$ cat config.mk
export PLATFORM = sky130hd
export DESIGN_NAME = bus_transfer_controller
export DESIGN_NICKNAME = d
export VERILOG_FILES = /design/src/rtl/bus_transfer_controller.sv
export SDC_FILE = /design/constraint.sdc
export NUM_CORES = 1
export LEC_CHECK = 0
export ABC_AREA = 1
export CAP_MARGIN = 30
export CELL_PAD_IN_SITES_DETAIL_PLACEMENT = 1
export CELL_PAD_IN_SITES_GLOBAL_PLACEMENT = 2
export CORE_ASPECT_RATIO = 0.8
export CORE_MARGIN = 4
export CORE_UTILIZATION = 24
export DETAILED_ROUTE_END_ITERATION = 8
export PLACE_DENSITY = 0.75
export RECOVER_POWER = 100
export SYNTH_ARGS = -nofsm -noshare
export SYNTH_HDL_FRONTEND = slang
export SYNTH_SLANG_ARGS = --single-unit
export TNS_END_PERCENT = 30
$ cat constraint.sdc
create_clock -name register_clock -period 1.77 [get_ports register_clock]
set_clock_uncertainty 0.2 [all_clocks]
set_input_delay 0.177 -clock register_clock [delete_from_list [all_inputs] [get_ports register_clock]]
set_output_delay 0.177 -clock register_clock [all_outputs]
set_load 0.01 [all_outputs]
$ cat src/rtl/bus_transfer_controller.sv
// bus_transfer_controller: round-robin sequencer for register-to-register moves on the shared internal bus
// Ports: register_clock/register_reset (async, active-high); req_valid/req_src/req_dst from two requesters
// (0 = control unit, 1 = I/O-debug), req_ready accept strobe; bus_out_en/bus_in_en one-hot registered
// register enables; xfer_done/xfer_err completion pulses; xfer_owner requester of current/last move; busy.
module bus_transfer_controller #(
  parameter int NUM_REGS = 8,
  parameter int SEL_W = 3
) (
  input  logic                  register_clock,
  input  logic                  register_reset,
  input  logic [1:0]            req_valid,
  input  logic [2*SEL_W-1:0]    req_src,
  input  logic [2*SEL_W-1:0]    req_dst,
  output logic [1:0]            req_ready,
  output logic [NUM_REGS-1:0]   bus_out_en,
  output logic [NUM_REGS-1:0]   bus_in_en,
  output logic                  xfer_done,
  output logic                  xfer_err,
  output logic                  xfer_owner,
  output logic                  busy
);
  typedef enum logic [1:0] {IDLE, DRIVE, LATCH, RELEASE} state_t;
  localparam logic [NUM_REGS-1:0] ONE = {{(NUM_REGS-1){1'b0}}, 1'b1};
  state_t state, nxt;
  logic last_grant, grant, accept, bad, err;
  logic [SEL_W-1:0] src, dst, sel_src, sel_dst, nsrc;
  always_comb begin
    grant = &req_valid ? ~last_grant : req_valid[1];
    accept = state == IDLE && |req_valid;
    sel_src = grant ? req_src[SEL_W +: SEL_W] : req_src[0 +: SEL_W];
    sel_dst = grant ? req_dst[SEL_W +: SEL_W] : req_dst[0 +: SEL_W];
    bad = 32'(sel_src) >= NUM_REGS || 32'(sel_dst) >= NUM_REGS || sel_src == sel_dst;
    req_ready = accept ? {grant, ~grant} : 2'b00;
    nxt = state == IDLE ? (accept ? (bad ? RELEASE : DRIVE) : IDLE) :
          state == DRIVE ? LATCH : state == LATCH ? RELEASE : IDLE;
    // enables are registered, so decode them from the source that will be current after this edge
    nsrc = accept ? sel_src : src;
  end
  assign busy = state != IDLE;
  always_ff @(posedge register_clock or posedge register_reset)
    if (register_reset) begin
      state <= IDLE;
      src <= '0;
      dst <= '0;
      err <= 1'b0;
      last_grant <= 1'b1;
      xfer_owner <= 1'b0;
      bus_out_en <= '0;
      bus_in_en <= '0;
      xfer_done <= 1'b0;
      xfer_err <= 1'b0;
    end else begin
      state <= nxt;
      if (accept) begin
        src <= sel_src;
        dst <= sel_dst;
        xfer_owner <= grant;
        last_grant <= grant;
      end
      err <= accept ? bad : (state == RELEASE ? 1'b0 : err);
      bus_out_en <= nxt == DRIVE || nxt == LATCH ? ONE << nsrc : '0;
      bus_in_en <= nxt == LATCH ? ONE << dst : '0;
      xfer_done <= nxt == RELEASE;
      xfer_err <= nxt == RELEASE && (accept ? bad : err);
    end
endmodule
== Yosys cells after proc, flatten, opt, wreduce, memory -nomap -nowiden ==
Cells that the tools add are included.

* Bitwise logic cells: 2
* Eq/ne operators: 7
* Reductions and logical operators: 8
* Shift operators: 2
* Mux-type cells: 15

{| class="wikitable"
|+ Operator list
! kind !! number
|-
| 2-to-1 mux 8 bit || 2
|-
| left shift 1 x 3 -> 8 bit, first input constant || 2
|-
| 2-to-1 mux 2 bit || 6
|-
| 2-to-1 mux 3 bit || 3
|-
| equality test 2 bit, second input constant || 4
|-
| equality test 2 x 1 -> 1 bit, second input constant || 2
|-
| 2-to-1 mux 1 bit || 4
|-
| nonzero test 2 bit || 2
|-
| equality test 3 bit || 1
|-
| logical AND 1 bit || 2
|-
| zero test 2 bit || 1
|-
| NOT 1 bit || 2
|-
| AND reduction 2 bit || 1
|-
| OR reduction 2 bit || 1
|-
| logical OR 1 bit || 1
|}

* Logic and storage cells: 44
* Flip-flop bits (word level): 29
* Input port bits: 16
* Output and inout port bits: 22

== Longest topological paths before layout ==
Gate-level depths: netlist (run 1).

* Depth after elaboration: 10
* Mapped depth: 14
* Mapped depth without buffers: 13

== Worst setup path before layout (run 1) ==
No wires, ideal clock.

* Path kind: register -> register
* Start point: register last_grant
* End point: register bus_out_en[5]
* Stages on the path, launching flop included: 14
* Clock period less this slack: 1.944 ns
* Data arrival time: 1.627 ns
* Setup time: 0.117 ns
* Buffers on the path: 1
* Required time: 1.453 ns
* Slack: -0.174 ns
* Cell sequence: dfstp_2 nand2_2 buf_4 nand3_1 nand2_2 nand2_1 nand2_1 nand2_1 nor2_2 inv_1 nand2_1 ha_1 nand2_2 nor2_1

* Cells in the longest elaborated chain, start to end: 10
* Elaborated cells between the ends (all ways): 14
* Classes of those cells: 3 x eq/ne; 1 x shift; 8 x mux; 1 x bitwise; 1 x reduce/logical

{| class="wikitable"
|+ Ends and longest elaborated chain
! item !! RTL line !! source
|-
| from (decl) || 25 || <nowiki>logic last_grant, grant, accept, bad, err;</nowiki>
|-
| from (signal assigned) || 58 || <nowiki>last_grant <= grant;</nowiki>
|-
| NOT 1 bit * || 28 || <nowiki>grant = &req_valid ? ~last_grant : req_valid[1];</nowiki>
|-
| 2-to-1 mux 1 bit * || 28 ||
|-
| 2-to-1 mux 3 bit, on equally long branches || 30, 31 ||
|-
| equality test 3 bit * || 32 || <nowiki>bad = 32'(sel_src) >= NUM_REGS || 32'(sel_dst) >= NUM_REGS || sel_src == sel_dst;</nowiki>
|-
| 2-to-1 mux 2 bit * (3 in series) || 34 || <nowiki>nxt = state == IDLE ? (accept ? (bad ? RELEASE : DRIVE) : IDLE) :</nowiki>
|-
| named net nxt[1] || 24 || <nowiki>state_t state, nxt;</nowiki>
|-
| equality test 2 x 1 -> 1 bit or equality test 2 bit (tied branches) || 61 || <nowiki>bus_out_en <= nxt == DRIVE || nxt == LATCH ? ONE << nsrc : '0;</nowiki>
|-
| logical OR 1 bit * || 61 ||
|-
| 2-to-1 mux 8 bit * || 61 ||
|-
| to (signal assigned) || 61 ||
|-
| to (decl) || 15 || <nowiki>output logic [NUM_REGS-1:0] bus_out_en,</nowiki>
|}

The timed path passes the listed nets; every way through them passes the cells marked *.
A chain may end at the register's enable or synchronous reset.

== Worst setup path after layout (run 1) ==
* Start point: register last_grant
* End point: register bus_out_en[3]

The elaborated chain is that of the path after synthesis.

==> implementation parameters, run 1 <==
Parameter                              Value

Status
  Result of the run ... finished, violations left
  Failing checks ... negative setup slack

Detailed routing
  DR pass1 iterations ... 4
  Total via count after detailed routing ... 1236
  Drt total wl ... 3650 um
  DRC violation total after the first TritonRoute iteration ... 25
  Per-cell via count in the routed design ... 4.039
  DRC Markers ... 0
  Detail-routed net length per standard cell ... 11.93 um
  Antenna-violating nets left ... 0

Critical path
  Worst stage delay on the critical path ... 560 ps
  CP Max Fanout ... 5
  Worst setup SP type ... register
  Destination of the worst register-to-register timing path ... bus_out_en[3]$_DFF_PP0_
  Path length in cells of the critical path ... 12
  Termination of the worst setup path ... bus_out_en[3]$_DFF_PP0_
  Chain of cells forming the critical path ... nand2_4 -> buf_6 -> nand3b_1 -> nand2_2 -> nand2_2 -> nand3_2 -> nor2_4 -> inv_2 -> nand2_4 -> ha_4 -> nand2_4 -> nor2_2
  Number of cell instances on the worst register-to-register path ... 12
  CP delay by family, top ... simple AND/OR/NAND/NOR gates
  Slowest stage cell, crit path ... sky130_fd_sc_hd__dfstp_2
  Count of buffer and inverter cells on the critical path ... 2
  Required time worst endpoint ... 1730 ps
  Critical path class ... register to register
  Critical path's most frequent cell ... sky130_fd_sc_hd__nand2_4
  Worst-case register-to-register setup slack ... -280 ps
  Start point of the critical path ... last_grant$_DFFE_PP1N_
  CP Capture Type ... register
  Arrival time at the worst endpoint ... 2020 ps
  Source of the worst register-to-register timing path ... last_grant$_DFFE_PP1N_

Clock tree
  Clock tree from TritonCTS ... built
  Hold-fix buffer count after cts ... 0
  Clock transition at the register clock pins on the worst setup and hold paths after CTS ... 60 ps
  Clock latency reported for the late side of the worst-skew pair ... 270 ps
  Clock Sinks ... 29
  CTS Buf Count ... 5
  Deepest level of the CTS H-tree ... 2
  Max clock buf depth ... 2
  Clock root buffer ... sky130_fd_sc_hd__clkbuf_8

Placement
  RePlAce Congestion ... 0.7596
  Port-buffer cells ... 37
  Total instance count after detailed placement ... 291
  Dpl hpwl ... 2638 um

Synth
  Most common library cells after synthesis ... sky130_fd_sc_hd__nand2_1 (43), sky130_fd_sc_hd__dfrtp_1 (28), sky130_fd_sc_hd__inv_1 (22), sky130_fd_sc_hd__nor2_1 (19), sky130_fd_sc_hd__nand2_2 (10)
  Most frequent cell after synthesis ... sky130_fd_sc_hd__nand2_1
  Sequential cell area fraction in the yosys report ... 0.5301
  Syn_area_per_cell ... 8.625 um^2
  Synth area leaders ... sky130_fd_sc_hd__dfrtp_1 (51%), sky130_fd_sc_hd__nand2_1 (12%), sky130_fd_sc_hd__inv_1 (6.0%)
  Post-synthesis cell type with the largest combined area ... sky130_fd_sc_hd__dfrtp_1
  Register bit total from synthesis ... 29
  Synthesis Warnings ... 0
  Dominant register cell in the synthesized netlist ... sky130_fd_sc_hd__dfrtp_1
  Post-synthesis instance area ... 1371 um^2
  Distinct cell type count after synthesis ... 22
  Fraction of post-synthesis cell area in the top cell type by area ... 0.5109
  Async set-reset flop share out of synthesis ... 1.000
  EDFF count, synth ... 0
  Number of nets produced by synthesis ... 180
  Cell count after synthesis ... 159

Floorplan
  Vertical die dimension ... 75.61 um
  Die ar. ... 6995 um^2
  Initial Util ... 0.2495
  Width of the die ... 92.51 um
  Area inside the core boundary ... 5495 um^2
  Number of ports placed on the die boundary ... 38
  Std cell rows ... 24

Timing
  Final setup violating endpoints ... 11
  Post-route fraction of the period consumed by the critical path ... 1.160
  Least setup slack across all paths after layout ... -282.4 ps
  Final Hold Viols ... 0
  Fmax achieved ... 487.2 MHz
  Worst slew margin relative to its limit ... 0.5254
  Pins over their slew limit ... 0
  Tmin final ... 2052 ps
  Slew at the pin closest to its max-slew limit ... 712.0 ps
  RSZ-0062 raised after global routing ... true

Layout
  Diodes inserted ... 0
  Number of inserted filler cells in the final layout ... 631
  Nets ... 248
  Synthesis-to-layout area growth ... 63.14%
  Share of cells above drive strength 1 ... 0.3553
  Final non-filler cell total ... 306
  Util after Layout ... 0.4071

Global route
  Wire length of the first global-routing pass ... 6030 um
  Pin count of the biggest net entering global routing ... 30
  GR Util All Layers ... 0.1116
  Antenna violations before repair ... 0
  Residual overflow from global routing ... 0
  Vias in the first global route ... 1329

Power
  Leakage Power ... 1.171 nW
  Worst voltage drop across the vdd grid ... 0.7665 mV
  Power density over the cells ... 1507 nW/um^2

Run
  # Max-Cap Violations ... 0

Worst hold path
  Path type of the worst min-delay path ... primary input to register
[area by class of cell]
| type | count | area (um^2) | share of cell area |
|---|---|---|---|
| Inverter | 25 | 93.84 | 0.04195 |
| Multi-Input combinational cell | 102 | 660.6 | 0.2953 |
| Timing Repair Buffer | 64 | 575.6 | 0.2573 |
| Sequential cell | 29 | 726.9 | 0.3249 |
| Clock inverter | 2 | 10.01 | 0.004474 |
| Tap cell | 78 | 97.59 | 0.04362 |
| Clock buffer | 6 | 72.57 | 0.03244 |
[worst min-delay path by stage]
| stage | startpoint | end | slack (ps) | depth (start not counted) |
|---|---|---|---|---|
| after floorplan | register_reset | bus_in_en[0]$_DFF_PP0_ | 50 | 1 |
| after global placement | last_grant$_DFFE_PP1N_ | last_grant$_DFFE_PP1N_ | 270 | 2 |
| after global routing | last_grant$_DFFE_PP1N_ | last_grant$_DFFE_PP1N_ | 320 | 2 |
| after detailed placement | last_grant$_DFFE_PP1N_ | last_grant$_DFFE_PP1N_ | 280 | 2 |
| after CTS | register_reset | err$_DFFE_PP0P_ | 80 | 3 |
| final | req_valid[1] | dst[1]$_DFFE_PP0N_ | 290 | 5 |
[cell usage in the layout (no fill, tap or decap), types with 4 or more instances in the layout]
| cell | n |
|---|---|
| sky130_fd_sc_hd__buf_4 | 19 |
| sky130_fd_sc_hd__clkbuf_1 | 4 |
| sky130_fd_sc_hd__clkbuf_8 | 5 |
| sky130_fd_sc_hd__clkdlybuf4s50_1 | 13 |
| sky130_fd_sc_hd__dfrtp_1 | 28 |
| sky130_fd_sc_hd__dlygate4sd3_1 | 20 |
| sky130_fd_sc_hd__inv_1 | 20 |
| sky130_fd_sc_hd__inv_2 | 5 |
| sky130_fd_sc_hd__nand2_1 | 36 |
| sky130_fd_sc_hd__nand2_2 | 12 |
| sky130_fd_sc_hd__nand2_4 | 6 |
| sky130_fd_sc_hd__nand3_2 | 5 |
| sky130_fd_sc_hd__nor2_1 | 10 |
| sky130_fd_sc_hd__nor2_2 | 7 |
[sequential cells by signal (all words and copies together) (netlist names)]
name / flops
bus_in_en: 8
bus_out_en: 8
dst: 3
src: 3
state: 2
err: 1
last_grant: 1
xfer_done: 1
xfer_err: 1
xfer_owner: 1
[tightest hold or removal path, cell delays in order]
cell and delay (ps):
sky130_fd_sc_hd__dlymetal6s2s_1 210, sky130_fd_sc_hd__nand2_4 140, sky130_fd_sc_hd__nand2_1 70, sky130_fd_sc_hd__nand2_2 70
sky130_fd_sc_hd__o21ai_0 70
[where the power goes]
| group | internal, mW | switching, mW |
|---|---|---|
| logic | 0.844 | 1.02 |
| registers | 0.897 | 0.0945 |
| clock network | 0.272 | 0.242 |
| total | 2.01 | 1.36 |
[routing by layer]
layer | track usage | vias to the layer above | share of wire | wire [um]
li1 | - | 611 | - | -
met1 | 0.1382 | 599 | 0.44 | 1621
met2 | 0.1881 | 24 | 0.50 | 1831
met3 | 0.03850 | 2 | 0.050 | 182
met4 | 0.03130 | 0 | 0.0044 | 16
met5 | 0 | - | 0 | 0
[cell families (layout without fill, tap and decap cells)]
family          count (synthesis)  after routing  synth area share
simple gates                   85             86            0.2728
compound gates                 11             11           0.05840
flops                          29             29            0.5301
fa+ha+maj                       5              5           0.04562
buf+inv                        29             97           0.09306
[metrics by stage]
step	hold WS, ps	total power, mW	setup TNS [ps]	instance area, um^2	worst slack (ps)
6_report	292.6	3.370	-2471	2237	-282.4
5_1_grt	323.2	3.672	-3601	2237	-370.9
4_1_cts	79.97	3.344	-2453	2158	-296.2
3_5_place_dp	283.6	2.616	-5350	1991	-477.9
3_3_place_gp	272.9	2.596	-4969	1991	-447.7
2_1_floorplan	54.37	1.858	-950.8	1386	-120.7
[timing repair]
action	in CTS	in global routing
gates cloned	2	0
setup endpoints to repair	15	18
buffers inserted	1	4
pin swaps	16	8
gates resized for setup	28	20
hold endpoints to repair	0	0
(Power assumes the default switching activity.)
==> run 2: changes to the inputs <==
--- a/config.mk
+++ b/config.mk
@@ -10,10 +10,9 @@
 export CELL_PAD_IN_SITES_DETAIL_PLACEMENT = 1
 export CELL_PAD_IN_SITES_GLOBAL_PLACEMENT = 2
 export CORE_ASPECT_RATIO = 0.8
-export CORE_MARGIN = 4
 export CORE_UTILIZATION = 24
 export DETAILED_ROUTE_END_ITERATION = 8
-export PLACE_DENSITY = 0.75
+export PLACE_DENSITY_LB_ADDON = 0.1
 export RECOVER_POWER = 100
 export SYNTH_ARGS = -nofsm -noshare
 export SYNTH_HDL_FRONTEND = slang
==> run 2 against run 1 <==
  * The run still ends with negative setup slack left
  * Final cell count grew 2.6%
  * Total power is 3.8% higher
  * Highest routed layer unchanged
  * Sequential share of layout area fell by 1.3 points
  * Flip-flop and latch count is the same
  * Global-route usage increased by 2.4 points
  * Non-clock buffer count grew 8
  * Hold slack better by 3.6 ps
  * Combinational power is 4% higher
  * Wire length is 1.8% higher
==> implementation parameters, run 2 (synthesized netlist as in run 1, its figures left out) <==
Parameter                              Value

Clock tree
  Clock tree from TritonCTS ... built
  Clock latency reported for the late side of the worst-skew pair ... 270 ps
  Max clock buf depth ... 2
  Clock Sinks ... 29
  Clock transition at the register clock pins on the worst setup and hold paths after CTS ... 60 ps
  Clock root buffer ... sky130_fd_sc_hd__clkbuf_8
  CTS Buf Count ... 5
  Deepest level of the CTS H-tree ... 2

Global route
  Wire length of the first global-routing pass ... 6244 um
  Pin count of the biggest net entering global routing ... 30
  Antenna violations before repair ... 0
  Residual overflow from global routing ... 0
  GR Util All Layers ... 0.1355
  Vias in the first global route ... 1332

Critical path
  Worst setup SP type ... register
  Start point of the critical path ... last_grant$_DFFE_PP1N_
  Count of buffer and inverter cells on the critical path ... 2
  Critical path class ... register to register
  Worst stage delay on the critical path ... 560 ps
  Source of the worst register-to-register timing path ... last_grant$_DFFE_PP1N_
  CP Max Fanout ... 5
  Required time worst endpoint ... 1730 ps
  Arrival time at the worst endpoint ... 2040 ps
  Chain of cells forming the critical path ... nand2_4 -> buf_6 -> nand3b_1 -> nand2_1 -> nand2_1 -> nand3_1 -> nor2_2 -> inv_2 -> nand2_2 -> ha_4 -> nand2_4 -> nor2_2
  CP delay by family, top ... simple AND/OR/NAND/NOR gates
  CP Capture Type ... register
  Slowest stage cell, crit path ... sky130_fd_sc_hd__dfstp_2

Layout
  Util after Layout ... 0.4263
  Most frequent cells in the layout ... sky130_fd_sc_hd__nand2_1 (35), sky130_fd_sc_hd__clkdlybuf4s50_1 (32), sky130_fd_sc_hd__dfrtp_1 (28), sky130_fd_sc_hd__buf_4 (28), sky130_fd_sc_hd__inv_1 (19)
  Number of inserted filler cells in the final layout ... 652
  Share of cells above drive strength 1 ... 0.3983
  Synthesis-to-layout area growth ... 69.89%
  Nets ... 256
  Diodes inserted ... 0
  Post-layout instance area ... 2330 um^2
  Most common cell after layout, fill and taps aside ... sky130_fd_sc_hd__nand2_1
  Top flop regs ... bus_in_en x8, bus_out_en x8

Power
  Overall power after layout ... 3.500 mW
  Power density over the cells ... 1502 nW/um^2
  Internal power ... 2.146 mW
  Relative contribution of the clock network to total power ... 0.159
  Share of power burned in combinational logic ... 0.555
  Switching pwr ... 1.354 mW
  Sequential share of power ... 0.286
  Switching part of the total power ... 0.3869
  Worst voltage drop across the vdd grid ... 0.8491 mV
  Leakage Power ... 1.164 nW

Detailed routing
  Drt total wl ... 3714 um
  Detail-routed net length per standard cell ... 11.83 um
  Per-cell via count in the routed design ... 3.978
  DRC violation total after the first TritonRoute iteration ... 15
  DR pass1 iterations ... 3
  Total via count after detailed routing ... 1249
  Antenna-violating nets left ... 0
  DRC Markers ... 0

Timing
  Final Hold Viols ... 0
  Minimum hold slack ... 296.2 ps
  Worst slew margin relative to its limit ... 0.5126
  Tmin final ... 2084 ps
  Post-route fraction of the period consumed by the critical path ... 1.178
  Final setup violating endpoints ... 12
  RSZ-0062 raised after global routing ... true
  Pins over their slew limit ... 0
  Least setup slack across all paths after layout ... -314.4 ps
  Fmax achieved ... 479.8 MHz
  Slew at the pin closest to its max-slew limit ... 731.1 ps

Floorplan
  Width of the die ... 86.51 um
  Area inside the core boundary ... 5465 um^2
  Initial Util ... 0.2509
  Std cell rows ... 24
  Vertical die dimension ... 69.61 um
  Die ar. ... 6022 um^2
  Number of ports placed on the die boundary ... 38

Placement
  RePlAce Congestion ... 0.7237
  Port-buffer cells ... 37
  Dpl hpwl ... 2671 um
  Area after detailed placement ... 1998 um^2
  Post-placement worst setup slack ... -546.7 ps

Worst hold path
  Path type of the worst min-delay path ... register to register
  Startpoint of the tightest hold check path ... xfer_owner$_DFFE_PP0N_

Status
  Result of the run ... finished, violations left
  Failing checks ... negative setup slack

Run
  # Max-Cap Violations ... 0
run 2: worst reg2reg max path, cell delays in order, from the launching register on:
cell and delay, ps:
sky130_fd_sc_hd__dfstp_2 560, sky130_fd_sc_hd__nand2_4 110, sky130_fd_sc_hd__buf_6 160, sky130_fd_sc_hd__nand3b_1 80, sky130_fd_sc_hd__nand2_1 80, sky130_fd_sc_hd__nand2_1 60
sky130_fd_sc_hd__nand3_1 90, sky130_fd_sc_hd__nor2_2 150, sky130_fd_sc_hd__inv_2 50, sky130_fd_sc_hd__nand2_2 70, sky130_fd_sc_hd__ha_4 210, sky130_fd_sc_hd__nand2_4 100
sky130_fd_sc_hd__nor2_2 50
run 2: power groups by stage:
stage / combinational, mW / sequential, mW / clock, mW
2_1_floorplan: 0.806 / 1.05 / 0
3_3_place_gp: 1.57 / 1.00 / 0
3_5_place_dp: 1.62 / 1.01 / 0
4_1_cts: 1.80 / 1.01 / 0.576
5_1_grt: 2.17 / 1.03 / 0.607
6_report: 1.94 / 1.00 / 0.556
run 2: layout make-up:
class	instances	area (um^2)	area share
Clock buffer	8	90.09	0.03867
Multi-Input combinational cell	102	675.6	0.2900
Sequential cell	29	726.9	0.3120
Tap cell	78	97.59	0.04189
Inverter	25	93.84	0.04028
Timing Repair Buffer	72	645.6	0.2771
run 2: layer usage:
metal  global-route usage  vias to the layer above  part of all wire
met5                    0                        -                 0
met4              0.02963                        0            0.0038
met3              0.04167                        2             0.035
met2               0.2266                       17              0.50
met1               0.1712                      602              0.46
li1                     -                      628                 -
run 2: repair_timing:
item,4_1_cts,5_1_grt
pin swaps,15,13
endpoints found under the setup margin,15,16
cloned,2,0
hold buffers,0,0
resized for setup,27,24
setup buffers,5,7
run 2: final timing paths:
path | endpoint | slack, ps | cells after the start
setup / recovery | bus_out_en[0]$_DFF_PP0_ | -310 | 12
hold / removal | xfer_owner$_DFFE_PP0N_ | 300 | 2
setup reg to reg | bus_out_en[0]$_DFF_PP0_ | -310 | 12
hold reg to reg | xfer_owner$_DFFE_PP0N_ | 300 | 2
max in group asynchronous | bus_out_en[7]$_DFF_PP0_ | 550 | 3
min in group asynchronous | bus_in_en[1]$_DFF_PP0_ | 350 | 3
run 2: through the flow:
stage | setup TNS, ps | cells
finish | -2871 | 314
global route | -4229 | 314
CTS | -2530 | 307
detailed placement | -6481 | 292
global placement | -5608 | 292
floorplan | -950.8 | 159
==> run 3: changes to the inputs <==
--- a/config.mk
+++ b/config.mk
@@ -12,6 +12,7 @@
 export CORE_ASPECT_RATIO = 0.8
 export CORE_UTILIZATION = 24
 export DETAILED_ROUTE_END_ITERATION = 8
+export HOLD_SLACK_MARGIN = 0.1
 export PLACE_DENSITY_LB_ADDON = 0.1
 export RECOVER_POWER = 100
 export SYNTH_ARGS = -nofsm -noshare
==> run 3 against run 2 <==
  * Sequential power about the same
  * First-iteration DRC count up 6.7%
  * Critical path depth unchanged
  * The run still ends with negative setup slack left
==> implementation parameters, run 3 (synthesized netlist as in run 1, its figures left out) <==
Parameter                              Value

Clock tree
  Clock tree from TritonCTS ... built
  Clock Sinks ... 29
  Deepest level of the CTS H-tree ... 2
  Clock transition at the register clock pins on the worst setup and hold paths after CTS ... 60 ps
  CTS Buf Count ... 5
  Clock latency reported for the late side of the worst-skew pair ... 270 ps
  Clock root buffer ... sky130_fd_sc_hd__clkbuf_8
  Max clock buf depth ... 2

Timing
  Post-route fraction of the period consumed by the critical path ... 1.178
  Pins over their slew limit ... 0
  Minimum hold slack ... 296.3 ps
  Final setup violating endpoints ... 12
  Fmax achieved ... 479.8 MHz
  RSZ-0062 raised after global routing ... true
  Slew at the pin closest to its max-slew limit ... 731.5 ps
  Tmin final ... 2084 ps
  Final Hold Viols ... 0
  Worst slew margin relative to its limit ... 0.5123
  Least setup slack across all paths after layout ... -314.4 ps

Global route
  GR Util met1 ... 0.1719
  Global routing met2 resource utilization ... 0.2266
  Layer with the highest usage ... met2
  GR Util All Layers ... 0.1357
  Wire length of the first global-routing pass ... 6258 um
  Vias in the first global route ... 1331
  Residual overflow from global routing ... 0
  Global routing met3 resource utilization ... 0.04167
  Antenna violations before repair ... 0
  Pin count of the biggest net entering global routing ... 30

Layout
  Final non-filler cell total ... 315
  Share of cells above drive strength 1 ... 0.3966
  Most frequent cells in the layout ... sky130_fd_sc_hd__nand2_1 (35), sky130_fd_sc_hd__clkdlybuf4s50_1 (33), sky130_fd_sc_hd__dfrtp_1 (28), sky130_fd_sc_hd__buf_4 (28), sky130_fd_sc_hd__inv_1 (19)
  Nets ... 257
  Area occupied by registers ... 726.9 um^2
  Top flop regs ... bus_in_en x8, bus_out_en x8
  Diodes inserted ... 0
  Area of the multi-input gates ... 675.6 um^2
  Synthesis-to-layout area growth ... 70.62%
  Number of inserted filler cells in the final layout ... 652
  Most common cell after layout, fill and taps aside ... sky130_fd_sc_hd__nand2_1

Critical path
  CP Max Fanout ... 5
  Worst-case register-to-register setup slack ... -310 ps
  Required time worst endpoint ... 1730 ps
  Arrival time at the worst endpoint ... 2040 ps
  Critical path class ... register to register
  Worst setup SP type ... register
  CP Capture Type ... register

Detailed routing
  Detail-routed net length per standard cell ... 11.80 um
  Drt total wl ... 3717 um
  Total via count after detailed routing ... 1254
  DRC Markers ... 0
  DRC violation total after the first TritonRoute iteration ... 16
  DR pass1 iterations ... 3
  Per-cell via count in the routed design ... 3.981
  Antenna-violating nets left ... 0

Placement
  Post-placement worst setup slack ... -546.7 ps
  Port-buffer cells ... 37
  RePlAce Congestion ... 0.7237
  Dpl hpwl ... 2671 um
  Total instance count after detailed placement ... 292

Floorplan
  Number of ports placed on the die boundary ... 38
  Die ar. ... 6022 um^2
  Area inside the core boundary ... 5465 um^2
  Std cell rows ... 24
  Vertical die dimension ... 69.61 um
  Initial Util ... 0.2509
  Width of the die ... 86.51 um

Power
  Leakage Power ... 1.168 nW
  Sequential share of power ... 0.286
  Share of power burned in combinational logic ... 0.555
  Power density over the cells ... 1497 nW/um^2
  Switching part of the total power ... 0.3868
  Switching pwr ... 1.354 mW
  Worst voltage drop across the vdd grid ... 0.8489 mV
  Internal power ... 2.148 mW
  Relative contribution of the clock network to total power ... 0.159
  Overall power after layout ... 3.502 mW

Status
  Result of the run ... finished, violations left
  Failing checks ... negative setup slack

Worst hold path
  Path type of the worst min-delay path ... register to register

Run
  # Max-Cap Violations ... 0
==> run 3: cell types whose count changed in the layout (fill, tap and decap cells not counted) <==
cell,before,now
sky130_fd_sc_hd__clkdlybuf4s50_1,32,33
==> run 3: metrics by stage <==
stage / instance area, um^2 / setup TNS (ps) / util
after global routing: 2340 / -4913 / 0.4281
after floorplan: 1386 / -950.8 / -
final: 2340 / -2871 / 0.4281
after CTS: 2210 / -2530 / 0.4043
after detailed placement: 1998 / -6481 / 0.3656
after global placement: 1998 / -5608 / 0.3656
==> run 3: per-layer routing <==
layer | vias up | wire length [um]
li1 | 630 | -
met1 | 605 | 1709
met2 | 17 | 1862
met3 | 2 | 131
met4 | 0 | 14
met5 | - | 0
==> run 3: final cells by class <==
type | instances | share of cell area
Inverter | 25 | 0.04011
Clock buffer | 8 | 0.03850
Sequential cell | 29 | 0.3107
Tap cell | 78 | 0.04171
Multi-Input combinational cell | 102 | 0.2888
Timing Repair Buffer | 73 | 0.2802
==> run 3: worst paths after layout <==
check / start / endpoint / cells after the start
min in group asynchronous: register_reset / bus_in_en[1]$_DFF_PP0_ / 4
hold / removal: xfer_owner$_DFFE_PP0N_ / xfer_owner$_DFFE_PP0N_ / 2
max in group asynchronous: register_reset / bus_out_en[7]$_DFF_PP0_ / 4
setup / recovery: last_grant$_DFFE_PP1N_ / bus_out_en[0]$_DFF_PP0_ / 12
setup reg to reg: last_grant$_DFFE_PP1N_ / bus_out_en[0]$_DFF_PP0_ / 12
hold reg to reg: xfer_owner$_DFFE_PP0N_ / xfer_owner$_DFFE_PP0N_ / 2
==> run 3: what timing repair did <==
action / 4_1_cts / 5_1_grt
gates resized for setup: 27 / 24
hold buffers: 1 / 0
pin swaps: 15 / 13
setup buffers: 5 / 7
hold endpoints to repair: 10 / 0
setup endpoints to repair: 15 / 16
gates cloned: 2 / 0
==> run 3: worst max-delay path: stages (launching register included) <==
cell,delay (ps)
sky130_fd_sc_hd__dfstp_2,560
sky130_fd_sc_hd__nand2_4,110
sky130_fd_sc_hd__buf_6,150
sky130_fd_sc_hd__nand3b_1,80
sky130_fd_sc_hd__nand2_1,80
sky130_fd_sc_hd__nand2_1,60
sky130_fd_sc_hd__nand3_1,90
sky130_fd_sc_hd__nor2_2,150
sky130_fd_sc_hd__inv_2,50
sky130_fd_sc_hd__nand2_2,70
sky130_fd_sc_hd__ha_4,210
sky130_fd_sc_hd__nand2_4,100
sky130_fd_sc_hd__nor2_2,50
==> run 3: power by group through the flow <==
| stage | Clock (mW) | Sequential [mW] | Combinational [mW] |
|---|---|---|---|
| 6_report | 0.556 | 1.00 | 1.95 |
| 5_1_grt | 0.607 | 1.03 | 2.17 |
| 3_3_place_gp | 0 | 1.00 | 1.57 |
| 3_5_place_dp | 0 | 1.01 | 1.62 |
| 4_1_cts | 0.576 | 1.01 | 1.80 |
| 2_1_floorplan | 0 | 1.05 | 0.806 |
